[src/rtl/rect_fill_renderer.sv]
// rtl/rect_fill_renderer.sv - per-frame clear plus filled-rectangle rasteriser driving the framebuffer write port
//
// rect_fill_cmd_fifo: command queue between the sprite logic and the renderer.
//   clk, rst      clock / asynchronous active-high reset
//   push, wdata   write side (ignored while full)
//   pop, rdata    read side, rdata shows the head entry (ignored while empty)
//   full, empty   occupancy flags
//
// rect_fill_renderer: clears the back buffer, then draws queued rectangles in painter's order.
//   SEL_CLK, RESET               clock / asynchronous active-high reset
//   FRAME_START                  one-cycle pulse starting a frame
//   cmd_valid, cmd_ready         command handshake (cmd_ready = queue not full)
//   cmd_x0/y0/w/h/color/last     rectangle command, cmd_last closes the frame
//   RENDER_EN/RENDER_INDEX/FB_IN registered framebuffer write port
//   busy, frame_done, overrun    status

module rect_fill_cmd_fifo #(
  parameter int WIDTH = 8,
  parameter int DEPTH = 8
) (
  input  logic             clk,
  input  logic             rst,
  input  logic             push,
  input  logic             pop,
  input  logic [WIDTH-1:0] wdata,
  output logic [WIDTH-1:0] rdata,
  output logic             full,
  output logic             empty
);
  localparam int AW = $clog2(DEPTH);
  localparam logic [AW:0] PTR_ONE = (AW+1)'(1);

  logic [WIDTH-1:0] mem [DEPTH];
  // Pointers carry one wrap bit so full and empty are distinguishable.
  logic [AW:0] wr_ptr, rd_ptr;

  assign empty = (wr_ptr == rd_ptr);
  assign full  = (wr_ptr[AW] != rd_ptr[AW]) && (wr_ptr[AW-1:0] == rd_ptr[AW-1:0]);
  assign rdata = mem[rd_ptr[AW-1:0]];

  always_ff @(posedge clk or posedge rst) begin
    if (rst) begin
      wr_ptr <= '0;
      rd_ptr <= '0;
    end else begin
      if (push && !full)  wr_ptr <= wr_ptr + PTR_ONE;
      if (pop  && !empty) rd_ptr <= rd_ptr + PTR_ONE;
    end
  end

  always_ff @(posedge clk) begin
    if (push && !full) mem[wr_ptr[AW-1:0]] <= wdata;
  end
endmodule

module rect_fill_renderer #(
  parameter int DATA_WIDTH  = 4,
  parameter int ADDR_WIDTH  = 16,
  parameter int H_RES       = 320,
  parameter int V_RES       = 200,
  parameter int XW          = 9,
  parameter int YW          = 8,
  parameter int FIFO_DEPTH  = 8,
  parameter int CLEAR_COLOR = 0
) (
  input  logic                  SEL_CLK,
  input  logic                  RESET,
  input  logic                  FRAME_START,
  input  logic                  cmd_valid,
  output logic                  cmd_ready,
  input  logic [XW-1:0]         cmd_x0,
  input  logic [YW-1:0]         cmd_y0,
  input  logic [XW-1:0]         cmd_w,
  input  logic [YW-1:0]         cmd_h,
  input  logic [DATA_WIDTH-1:0] cmd_color,
  input  logic                  cmd_last,
  output logic                  RENDER_EN,
  output logic [ADDR_WIDTH-1:0] RENDER_INDEX,
  output logic [DATA_WIDTH-1:0] FB_IN,
  output logic                  busy,
  output logic                  frame_done,
  output logic                  overrun
);
  localparam int CW = 2*XW + 2*YW + DATA_WIDTH + 1;
  localparam logic [XW:0]           H_LIM    = (XW+1)'(H_RES);
  localparam logic [YW:0]           V_LIM    = (YW+1)'(V_RES);
  localparam logic [XW-1:0]         X_LAST   = XW'(H_RES-1);
  localparam logic [YW-1:0]         Y_LAST   = YW'(V_RES-1);
  localparam logic [ADDR_WIDTH-1:0] ROW_STEP = ADDR_WIDTH'(H_RES);
  localparam logic [DATA_WIDTH-1:0] CLR_COL  = DATA_WIDTH'(CLEAR_COLOR);

  typedef enum logic [2:0] {IDLE, CLEAR, FETCH, DRAW, DONE} state_t;
  state_t state, state_n;

  // Command queue
  logic                  fifo_full, fifo_empty, pop;
  logic [CW-1:0]         f_data;
  logic [XW-1:0]         f_x0, f_w;
  logic [YW-1:0]         f_y0, f_h;
  logic [DATA_WIDTH-1:0] f_color;
  logic                  f_last;

  assign cmd_ready = !fifo_full;
  assign {f_x0, f_y0, f_w, f_h, f_color, f_last} = f_data;

  rect_fill_cmd_fifo #(.WIDTH(CW), .DEPTH(FIFO_DEPTH)) u_cmd_fifo (
    .clk   (SEL_CLK),
    .rst   (RESET),
    .push  (cmd_valid),
    .pop   (pop),
    .wdata ({cmd_x0, cmd_y0, cmd_w, cmd_h, cmd_color, cmd_last}),
    .rdata (f_data),
    .full  (fifo_full),
    .empty (fifo_empty)
  );

  // Clipping of the head command; one extra bit so x0+w cannot wrap.
  logic [XW:0] sum_x, clip_xe;
  logic [YW:0] sum_y, clip_ye;
  logic        rect_empty;

  assign sum_x      = {1'b0, f_x0} + {1'b0, f_w};
  assign sum_y      = {1'b0, f_y0} + {1'b0, f_h};
  assign clip_xe    = (sum_x > H_LIM) ? H_LIM : sum_x;
  assign clip_ye    = (sum_y > V_LIM) ? V_LIM : sum_y;
  assign rect_empty = ({1'b0, f_x0} >= clip_xe) || ({1'b0, f_y0} >= clip_ye);

  // Raster walker state
  logic [XW-1:0]         x, x_n, xs, xs_n;
  logic [XW:0]           xe, xe_n;
  logic [YW-1:0]         y, y_n;
  logic [YW:0]           ye, ye_n;
  logic [ADDR_WIDTH-1:0] row_base, row_base_n;
  logic [DATA_WIDTH-1:0] color, color_n, wr_col;
  logic                  last_cmd, last_cmd_n, wr;

  logic rect_row_end, rect_bottom;
  assign rect_row_end = (({1'b0, x} + (XW+1)'(1)) == xe);
  assign rect_bottom  = (({1'b0, y} + (YW+1)'(1)) == ye);

  always_ff @(posedge SEL_CLK or posedge RESET) begin
    if (RESET) state <= IDLE;
    else       state <= state_n;
  end

  always_comb begin
    state_n    = state;
    pop        = 1'b0;
    wr         = 1'b0;
    wr_col     = color;
    x_n        = x;
    y_n        = y;
    xs_n       = xs;
    xe_n       = xe;
    ye_n       = ye;
    row_base_n = row_base;
    color_n    = color;
    last_cmd_n = last_cmd;
    case (state)
      IDLE: begin
        if (FRAME_START) begin
          state_n    = CLEAR;
          x_n        = '0;
          y_n        = '0;
          row_base_n = '0;
        end
      end
      CLEAR: begin
        wr     = 1'b1;
        wr_col = CLR_COL;
        if (x == X_LAST) begin
          x_n        = '0;
          y_n        = y + YW'(1);
          row_base_n = row_base + ROW_STEP;
          if (y == Y_LAST) state_n = FETCH;
        end else begin
          x_n = x + XW'(1);
        end
      end
      FETCH: begin
        if (!fifo_empty) begin
          pop        = 1'b1;
          xs_n       = f_x0;
          xe_n       = clip_xe;
          ye_n       = clip_ye;
          x_n        = f_x0;
          y_n        = f_y0;
          // Once per command, outside the per-pixel path.
          row_base_n = ADDR_WIDTH'(f_y0) * ROW_STEP;
          color_n    = f_color;
          last_cmd_n = f_last;
          if (rect_empty) state_n = f_last ? DONE : FETCH;
          else            state_n = DRAW;
        end
      end
      DRAW: begin
        wr = 1'b1;
        if (rect_row_end) begin
          x_n = xs;
          if (rect_bottom) begin
            state_n = last_cmd ? DONE : FETCH;
          end else begin
            y_n        = y + YW'(1);
            row_base_n = row_base + ROW_STEP;
          end
        end else begin
          x_n = x + XW'(1);
        end
      end
      DONE:    state_n = IDLE;
      default: state_n = IDLE;
    endcase
  end

  always_ff @(posedge SEL_CLK or posedge RESET) begin
    if (RESET) begin
      x        <= '0;
      y        <= '0;
      xs       <= '0;
      xe       <= '0;
      ye       <= '0;
      row_base <= '0;
      color    <= '0;
      last_cmd <= 1'b0;
    end else begin
      x        <= x_n;
      y        <= y_n;
      xs       <= xs_n;
      xe       <= xe_n;
      ye       <= ye_n;
      row_base <= row_base_n;
      color    <= color_n;
      last_cmd <= last_cmd_n;
    end
  end

  // Write port is registered; index and data hold when no write is issued.
  always_ff @(posedge SEL_CLK or posedge RESET) begin
    if (RESET) begin
      RENDER_EN    <= 1'b0;
      RENDER_INDEX <= '0;
      FB_IN        <= '0;
      overrun      <= 1'b0;
    end else begin
      RENDER_EN <= wr;
      if (wr) begin
        RENDER_INDEX <= row_base + ADDR_WIDTH'(x);
        FB_IN        <= wr_col;
      end
      overrun <= FRAME_START && (state != IDLE);
    end
  end

  assign busy       = (state != IDLE);
  assign frame_done = (state == DONE);
endmodule

[config.mk]
export PLATFORM = sky130hd
export DESIGN_NAME = rect_fill_renderer
export DESIGN_NICKNAME = d
export VERILOG_FILES = /design/src/rtl/rect_fill_renderer.sv
export SDC_FILE = /design/constraint.sdc
export NUM_CORES = 1
export LEC_CHECK = 0
export CAP_MARGIN = 20
export CORE_MARGIN = 1.5
export CORE_UTILIZATION = 45
export CTS_CLUSTER_DIAMETER = 200
export DETAILED_ROUTE_END_ITERATION = 10
export PLACE_DENSITY = 0.65
export RECOVER_POWER = 100
export SLEW_MARGIN = 20
export SYNTH_ARGS = -nofsm -noshare
export SYNTH_HDL_FRONTEND = slang
export SYNTH_HIERARCHICAL = 1
export SYNTH_SLANG_ARGS = --single-unit
[constraint.sdc]
create_clock -name SEL_CLK -period 6.25 [get_ports SEL_CLK]
set_input_delay 1.25 -clock SEL_CLK [delete_from_list [all_inputs] [get_ports SEL_CLK]]
set_output_delay 1.25 -clock SEL_CLK [all_outputs]
set_load 0.05 [all_outputs]
==> results of run 1 <==
## per-stage QoR
| stage | hold slack, ps | utilization [%] | std cells |
|---|---|---|---|
| 6_report | 462 | 52.1 | 1913 |
| 5_1_grt | 497 | 52.1 | 1909 |
| 4_1_cts | 475 | 52.4 | 1908 |
| 3_5_place_dp | 462 | 48.8 | 1829 |
| 3_3_place_gp | 449 | 48.8 | 1829 |
| 2_1_floorplan | 446 | - | 1260 |
## cell usage in the layout (no fill, tap or decap), drive strengths merged, types with 18 or more instances in the layout
master / instances
inv: 27
clkinv: 19
edfxtp: 312
mux4: 78
xor2: 19
ha: 52
dlygate4sd3: 66
nor2: 53
xnor2: 24
nand2: 135
o21ai: 77
dfrtp: 93
clkbuf: 66
nand3: 18
mux2: 43
buf: 20
a21oi: 45
nor3: 19
## what timing repair did
action,CTS,global route
hold buffers,0,0
buffers inserted,0,1
endpoints found under the setup margin,0,1
## cells in the mapped netlist, types with 15 or more instances
cell type,number,area (um2)
nor3_1,19,95.1
nand3_1,18,90.1
xor2_1,16,140
nand2_1,135,507
inv_1,26,97.6
buf_2,15,75.1
mux4_2,78,1760
a21oi_1,45,225
mux2_2,43,484
xnor2_1,24,210
clkbuf_1,27,101
o21ai_0,74,370
nor2_1,53,199
edfxtp_1,312,9370
ha_1,52,651
dfrtp_1,93,2330
## where the power goes
part / switching, uW / internal [uW]
Sequential: 86.3 / 3260
Combinational: 642 / 348
Clock: 1070 / 1520
Total: 1800 / 5120
## area by class of cell
| class | count | area [um2] |
|---|---|---|
| clock inverters | 26 | 287 |
| diodes | 4 | 10.0 |
| fillers | 3354 | 19500 |
| well taps | 532 | 666 |
| clock buffers | 53 | 1180 |
| flip-flops and latches | 405 | 11700 |
| repair buffers | 100 | 903 |
| inverters | 28 | 106 |
| multi-input cells | 765 | 6430 |
## worst paths after layout
kind | from | end | slack [ps] | cells after the start
setup / recovery | u_cmd_fifo/rd_ptr[1]$_DFFE_PP0P_ | state[0]$_DFFE_PP0P_ | 460 | 19
max in group asynchronous | RESET | y[5]$_DFFE_PP0P_ | 2840 | 3
hold / removal | FB_IN[2]$_DFFE_PP0N_ | FB_IN[2]$_DFFE_PP0N_ | 460 | 2
hold reg to reg | FB_IN[2]$_DFFE_PP0N_ | FB_IN[2]$_DFFE_PP0N_ | 460 | 2
min in group asynchronous | RESET | u_cmd_fifo/wr_ptr[2]$_DFFE_PP0P_ | 1160 | 2
setup reg to reg | u_cmd_fifo/rd_ptr[1]$_DFFE_PP0P_ | state[0]$_DFFE_PP0P_ | 460 | 19
## per-layer routing
| metal | wire length (um) | vias up | part of all wire [%] |
|---|---|---|---|
| li1 | - | 5053 | - |
| met1 | 18400 | 5457 | 46 |
| met2 | 18500 | 294 | 46 |
| met3 | 2260 | 53 | 5.7 |
| met4 | 636 | 6 | 1.6 |
| met5 | 33 | - | 0.083 |
## logic make-up (layout without fill, tap and decap cells)
kind of cell | Yosys count | count (layout) | synth area share [%]
DFF | 405 | 405 | 62.8
other | 0 | 4 | 0
buffers and inverters | 90 | 207 | 2.47
muxes | 123 | 123 | 12.1
adders and majority gates | 57 | 57 | 3.98
AOI/OAI and AO/OA | 227 | 227 | 8.10
and+or+nand+nor | 314 | 314 | 8.13
xor gates and xnor gates | 44 | 44 | 2.38
## flip-flops by register name, indices dropped and copies added, names as in the netlist
signal	count
row_base	10
state	3
FB_IN	4
xe	10
RENDER_INDEX	16
color	4
u_cmd_fifo/mem	312
u_cmd_fifo/wr_ptr	4
last_cmd	1
y	8
overrun	1
x	9
ye	9
xs	9
u_cmd_fifo/rd_ptr	4
RENDER_EN	1
## worst reg2reg max path, stage by stage (launching register included)
cell and delay [ps]:
dfrtp_4 810, buf_4 320, mux4_2 300, mux2_2 330, ha_1 260, a2111oi_0 550, a21oi_1 220, nor2_1 190
xor2_1 160, o221ai_1 230, or2_2 380, ha_1 300, a21o_1 160, a21o_1 170, a21oi_1 250, o221ai_1 150
a211oi_1 230, o21ai_0 190, or3_1 340, a31oi_1 170
==> impl_metrics.env, run 1 <==
export IMPL_io_pins=68
export IMPL_required_ps=6730
export IMPL_synth_nets=1359
export IMPL_ir_drop_v=0.000323
export IMPL_final_nets=1443
export IMPL_numCtsBuffers=44
export IMPL_synth_cell_types=80
export IMPL_stdcell_area_um2=21300
export IMPL_clkTransAtPathRegs_ps=60
export IMPL_portBuffers=67
export IMPL_crit_slowest_cell="dfrtp_4"
export IMPL_startpoint_type="register"
export IMPL_cts_tree="yes"
export IMPL_max_freq_mhz=173
export IMPL_setup_ws_ps=456
export IMPL_crit_type="reg -> reg"
export IMPL_pre_cts_ws_ps=374
export IMPL_power_total_uw=6930
export IMPL_grt_pass1_wl_um=62200
export IMPL_period_needed_ps=5790
export IMPL_final_antenna_net_count=0
export IMPL_die_h_um=206
export IMPL_grt_pass1_vias=10700
export IMPL_drive_above_1_share_pct=17.4
export IMPL_avgViaCountPerCell=5.68
export IMPL_p_per_area_nw_per_um2=325
export IMPL_rsz0062_at_grt="no"
export IMPL_die_width_um=206
export IMPL_slowest_delay_ps=810
export IMPL_tightest_slew_ps=2990
export IMPL_status="complete, but fails checks"
export IMPL_maxCapViolCount=14
export IMPL_slew_headroom_pct=-99.5
export IMPL_drc=0
export IMPL_ys_seq_area_share_pct=62.8
export IMPL_core_um2=40800
export IMPL_drt_iter0_markers=746
export IMPL_critical_path_cell_chain="buf_4 -> mux4_2 -> mux2_2 -> ha_1 -> a2111oi_0 -> a21oi_1 -> nor2_1 -> xor2_1 -> o221ai_1 -> or2_2 -> ha_1 -> a21o_1 -> a21o_1 -> a21oi_1 -> o221ai_1 -> a211oi_1 -> o21ai_0 -> or3_1 -> a31oi_1"
export IMPL_async_flop_share_pct=23.0
export IMPL_grtUsageMet3_pct=4.05
export IMPL_hp_class="reg -> reg"
export IMPL_cp_num_buf_inv=1
export IMPL_fp_row_count=74
export IMPL_worstSkewPairLatency_ps=580
export IMPL_ctsRootBufferMaster="clkbuf_16"
export IMPL_syn_area_per_cell_um2=14.8
export IMPL_syn_area_um2=18600
export IMPL_synth_edf_count=312
export IMPL_grt_busiest_layer="met2"
export IMPL_grt_overflow_total=0
export IMPL_setup_viol=0
export IMPL_wl_um=39900
export IMPL_cp_arrival_ps=6280
export IMPL_dr_pass1_iters=5
export IMPL_slew_viol_final=481
export IMPL_route_vias_total=10900
export IMPL_antenna_found_initial=7
export IMPL_finClkSkew_ps=20.4
export IMPL_ys_ff_latch=405
export IMPL_h_tree_depth=2
export IMPL_cts_resized=0
export IMPL_clockBufferDepth=3
export IMPL_die_area_um2=42600
export IMPL_wl_per_cell_um=20.8
export IMPL_initial_utilization_pct=45.6
export IMPL_end_kind="register"
export IMPL_violations="max-capacitance violations, max-slew violations"
export IMPL_critPathMaxFanout=36
export IMPL_placed_cell_area_um2=19900
export IMPL_grt_max_degree=68
export IMPL_tns_ps=0
export IMPL_hold_viol_final=0
export IMPL_yosysWarnings=6
export IMPL_use_met2_pct=30.6
export IMPL_place_congestion=0.821
export IMPL_cts_sinks=405
export IMPL_grtUsageMet1_pct=27.3
export IMPL_area_growth_pct=14.3
export IMPL_period_share_pct=92.7
export IMPL_path_delay_family="compound AO/OA/AOI/OAI gates"
export IMPL_grt_util_all_layers_pct=19.3
export IMPL_synth_main_ff_cell="edfxtp_1"
export IMPL_p_leak_uw=0.00747
export IMPL_hpwl_um=25000
export IMPL_synth_cells=1260
Power figures use the tool's default switching activity.
==> inputs of run 2 (changes only) <==
--- a/config.mk
+++ b/config.mk
@@ -7,10 +7,10 @@
 export LEC_CHECK = 0
 export CAP_MARGIN = 20
 export CORE_MARGIN = 1.5
-export CORE_UTILIZATION = 45
+export CORE_UTILIZATION = 35
 export CTS_CLUSTER_DIAMETER = 200
 export DETAILED_ROUTE_END_ITERATION = 10
-export PLACE_DENSITY = 0.65
+export PLACE_DENSITY = 0.54
 export RECOVER_POWER = 100
 export SLEW_MARGIN = 20
 export SYNTH_ARGS = -nofsm -noshare
==> impl_metrics.env, run 2 (same netlist as run 1, synthesis figures left out) <==
export IMPL_hpwl_um=26700
export IMPL_period_share_pct=93.1
export IMPL_grt_util_all_layers_pct=15.9
export IMPL_io_pins=68
export IMPL_grt_pass1_vias=10800
export IMPL_finClkSkew_ps=23.2
export IMPL_rsz0062_at_grt="no"
export IMPL_clkTransAtPathRegs_ps=60
export IMPL_drt_iter0_markers=850
export IMPL_status="complete, but fails checks"
export IMPL_core_um2=52600
export IMPL_final_cell_mix="edfxtp_1 (312), nand2_1 (135), dfrtp_1 (90), mux4_2 (78), o21ai_0 (75)"
export IMPL_ir_drop_v=0.000169
export IMPL_initial_utilization_pct=35.4
export IMPL_critPathMaxFanout=12
export IMPL_timing_rr_end="state[0]$_DFFE_PP0P_"
export IMPL_portBuffers=67
export IMPL_avgViaCountPerCell=5.26
export IMPL_cts_hold_buf=0
export IMPL_cp_arrival_ps=6310
export IMPL_tns_ps=0
export IMPL_grt_overflow_total=0
export IMPL_p_leak_uw=0.00741
export IMPL_dr_pass1_iters=5
export IMPL_rr_worst_depth=19
export IMPL_hp_class="reg -> reg"
export IMPL_grt_pass1_wl_um=65800
export IMPL_tightest_slew_ps=3170
export IMPL_p_per_area_nw_per_um2=321
export IMPL_worstSkewPairLatency_ps=590
export IMPL_hold_path_cell_count=2
export IMPL_die_width_um=234
export IMPL_wl_um=42400
export IMPL_die_h_um=234
export IMPL_cts_sinks=405
export IMPL_largest_register_ffs=312
export IMPL_antenna_found_initial=5
export IMPL_slew_headroom_pct=-111
export IMPL_die_area_um2=54600
export IMPL_end_kind="register"
export IMPL_crit_type="reg -> reg"
export IMPL_required_ps=6740
export IMPL_wl_per_cell_um=20.6
export IMPL_drive_above_1_share_pct=17.1
export IMPL_ctsRootBufferMaster="clkbuf_16"
export IMPL_period_needed_ps=5820
export IMPL_violations="max-capacitance violations, max-slew violations"
export IMPL_grt_max_degree=50
export IMPL_power_total_uw=6860
export IMPL_clockBufferDepth=3
export IMPL_max_freq_mhz=172
export IMPL_r2r_slack_ps=430
export IMPL_route_vias_total=10800
export IMPL_final_antenna_net_count=0
export IMPL_final_common_cell="edfxtp_1"
export IMPL_insertedDiodeCount=0
export IMPL_maxCapViolCount=14
export IMPL_area_growth_pct=14.8
export IMPL_r2r_start="u_cmd_fifo/rd_ptr[0]$_DFFE_PP0P_"
export IMPL_drc=0
export IMPL_h_tree_depth=2
export IMPL_place_congestion=0.814
export IMPL_hold_viol_final=0
export IMPL_startpoint_type="register"
export IMPL_holdPathEnd="FB_IN[2]$_DFFE_PP0N_"
export IMPL_numCtsBuffers=45
export IMPL_setup_viol=0
export IMPL_fp_row_count=84
export IMPL_slew_viol_final=482
export IMPL_hold_start="FB_IN[2]$_DFFE_PP0N_"
export IMPL_final_nets=1438
export IMPL_cts_tree="yes"
[run 2: how the worst max path moves through the flow]
stage | depth (start not counted) | from | end
after CTS | 20 | u_cmd_fifo/rd_ptr[0]$_DFFE_PP0P_ | state[0]$_DFFE_PP0P_
after global routing | 19 | u_cmd_fifo/rd_ptr[0]$_DFFE_PP0P_ | state[0]$_DFFE_PP0P_
after detailed placement | 20 | u_cmd_fifo/rd_ptr[0]$_DFFE_PP0P_ | state[0]$_DFFE_PP0P_
final | 19 | u_cmd_fifo/rd_ptr[0]$_DFFE_PP0P_ | state[0]$_DFFE_PP0P_
after floorplan | 2 | cmd_valid | u_cmd_fifo/mem[4][0]$_DFFE_PP_
after global placement | 20 | u_cmd_fifo/rd_ptr[0]$_DFFE_PP0P_ | state[0]$_DFFE_PP0P_
[run 2: metal layers]
layer | track usage, % | share of wire [%]
met4 | 3.99 | 1.9
met5 | 0 | 0.097
met3 | 3.21 | 5.2
met1 | 23.4 | 48
met2 | 24.1 | 45
[run 2: area by class of cell]
cell class / count / area (um2)
clock buffers: 56 / 1170
multi-input cells: 765 / 6470
well taps: 688 / 861
inverters: 28 / 106
flip-flops and latches: 405 / 11700
fillers: 4836 / 31200
clock inverters: 23 / 198
repair buffers: 94 / 878
[run 2: power breakdown]
group	internal [uW]	switching, uW
Sequential	3260	84.0
Combinational	352	661
Clock	1420	1080
Total	5030	1830
[run 2: stage by stage]
| stage | hold slack, ps | utilization, % | std cells | area [um2] | setup slack (ps) |
|---|---|---|---|---|---|
| CTS | 478 | 40.8 | 2058 | 21500 | 276 |
| floorplan | 446 | - | 1260 | 18600 | 662 |
| detailed placement | 463 | 38.3 | 1979 | 20100 | 296 |
| finish | 462 | 40.7 | 2059 | 21400 | 434 |
| global route | 491 | 40.7 | 2059 | 21400 | 18.4 |
| global placement | 453 | 38.3 | 1979 | 20100 | 523 |
[run 2: what timing repair did]
action / in CTS / in global routing
resized for setup: 0 / 6
endpoints found under the setup margin: 0 / 2
buffers inserted: 0 / 1
[run 2: critical path, stage by stage (launching register included)]
cell and delay, ps:
dfrtp_4 570, buf_4 320, mux4_2 520, mux2_2 310
ha_1 270, a2111oi_0 620, a21oi_1 220, nor2_1 190
xor2_1 180, o221ai_1 250, or2_2 380, ha_1 300
a21o_1 160, a21o_1 170, a21oi_1 180, o221ai_1 140
a211oi_1 220, o21ai_0 220, or3_1 350, a31oi_1 160
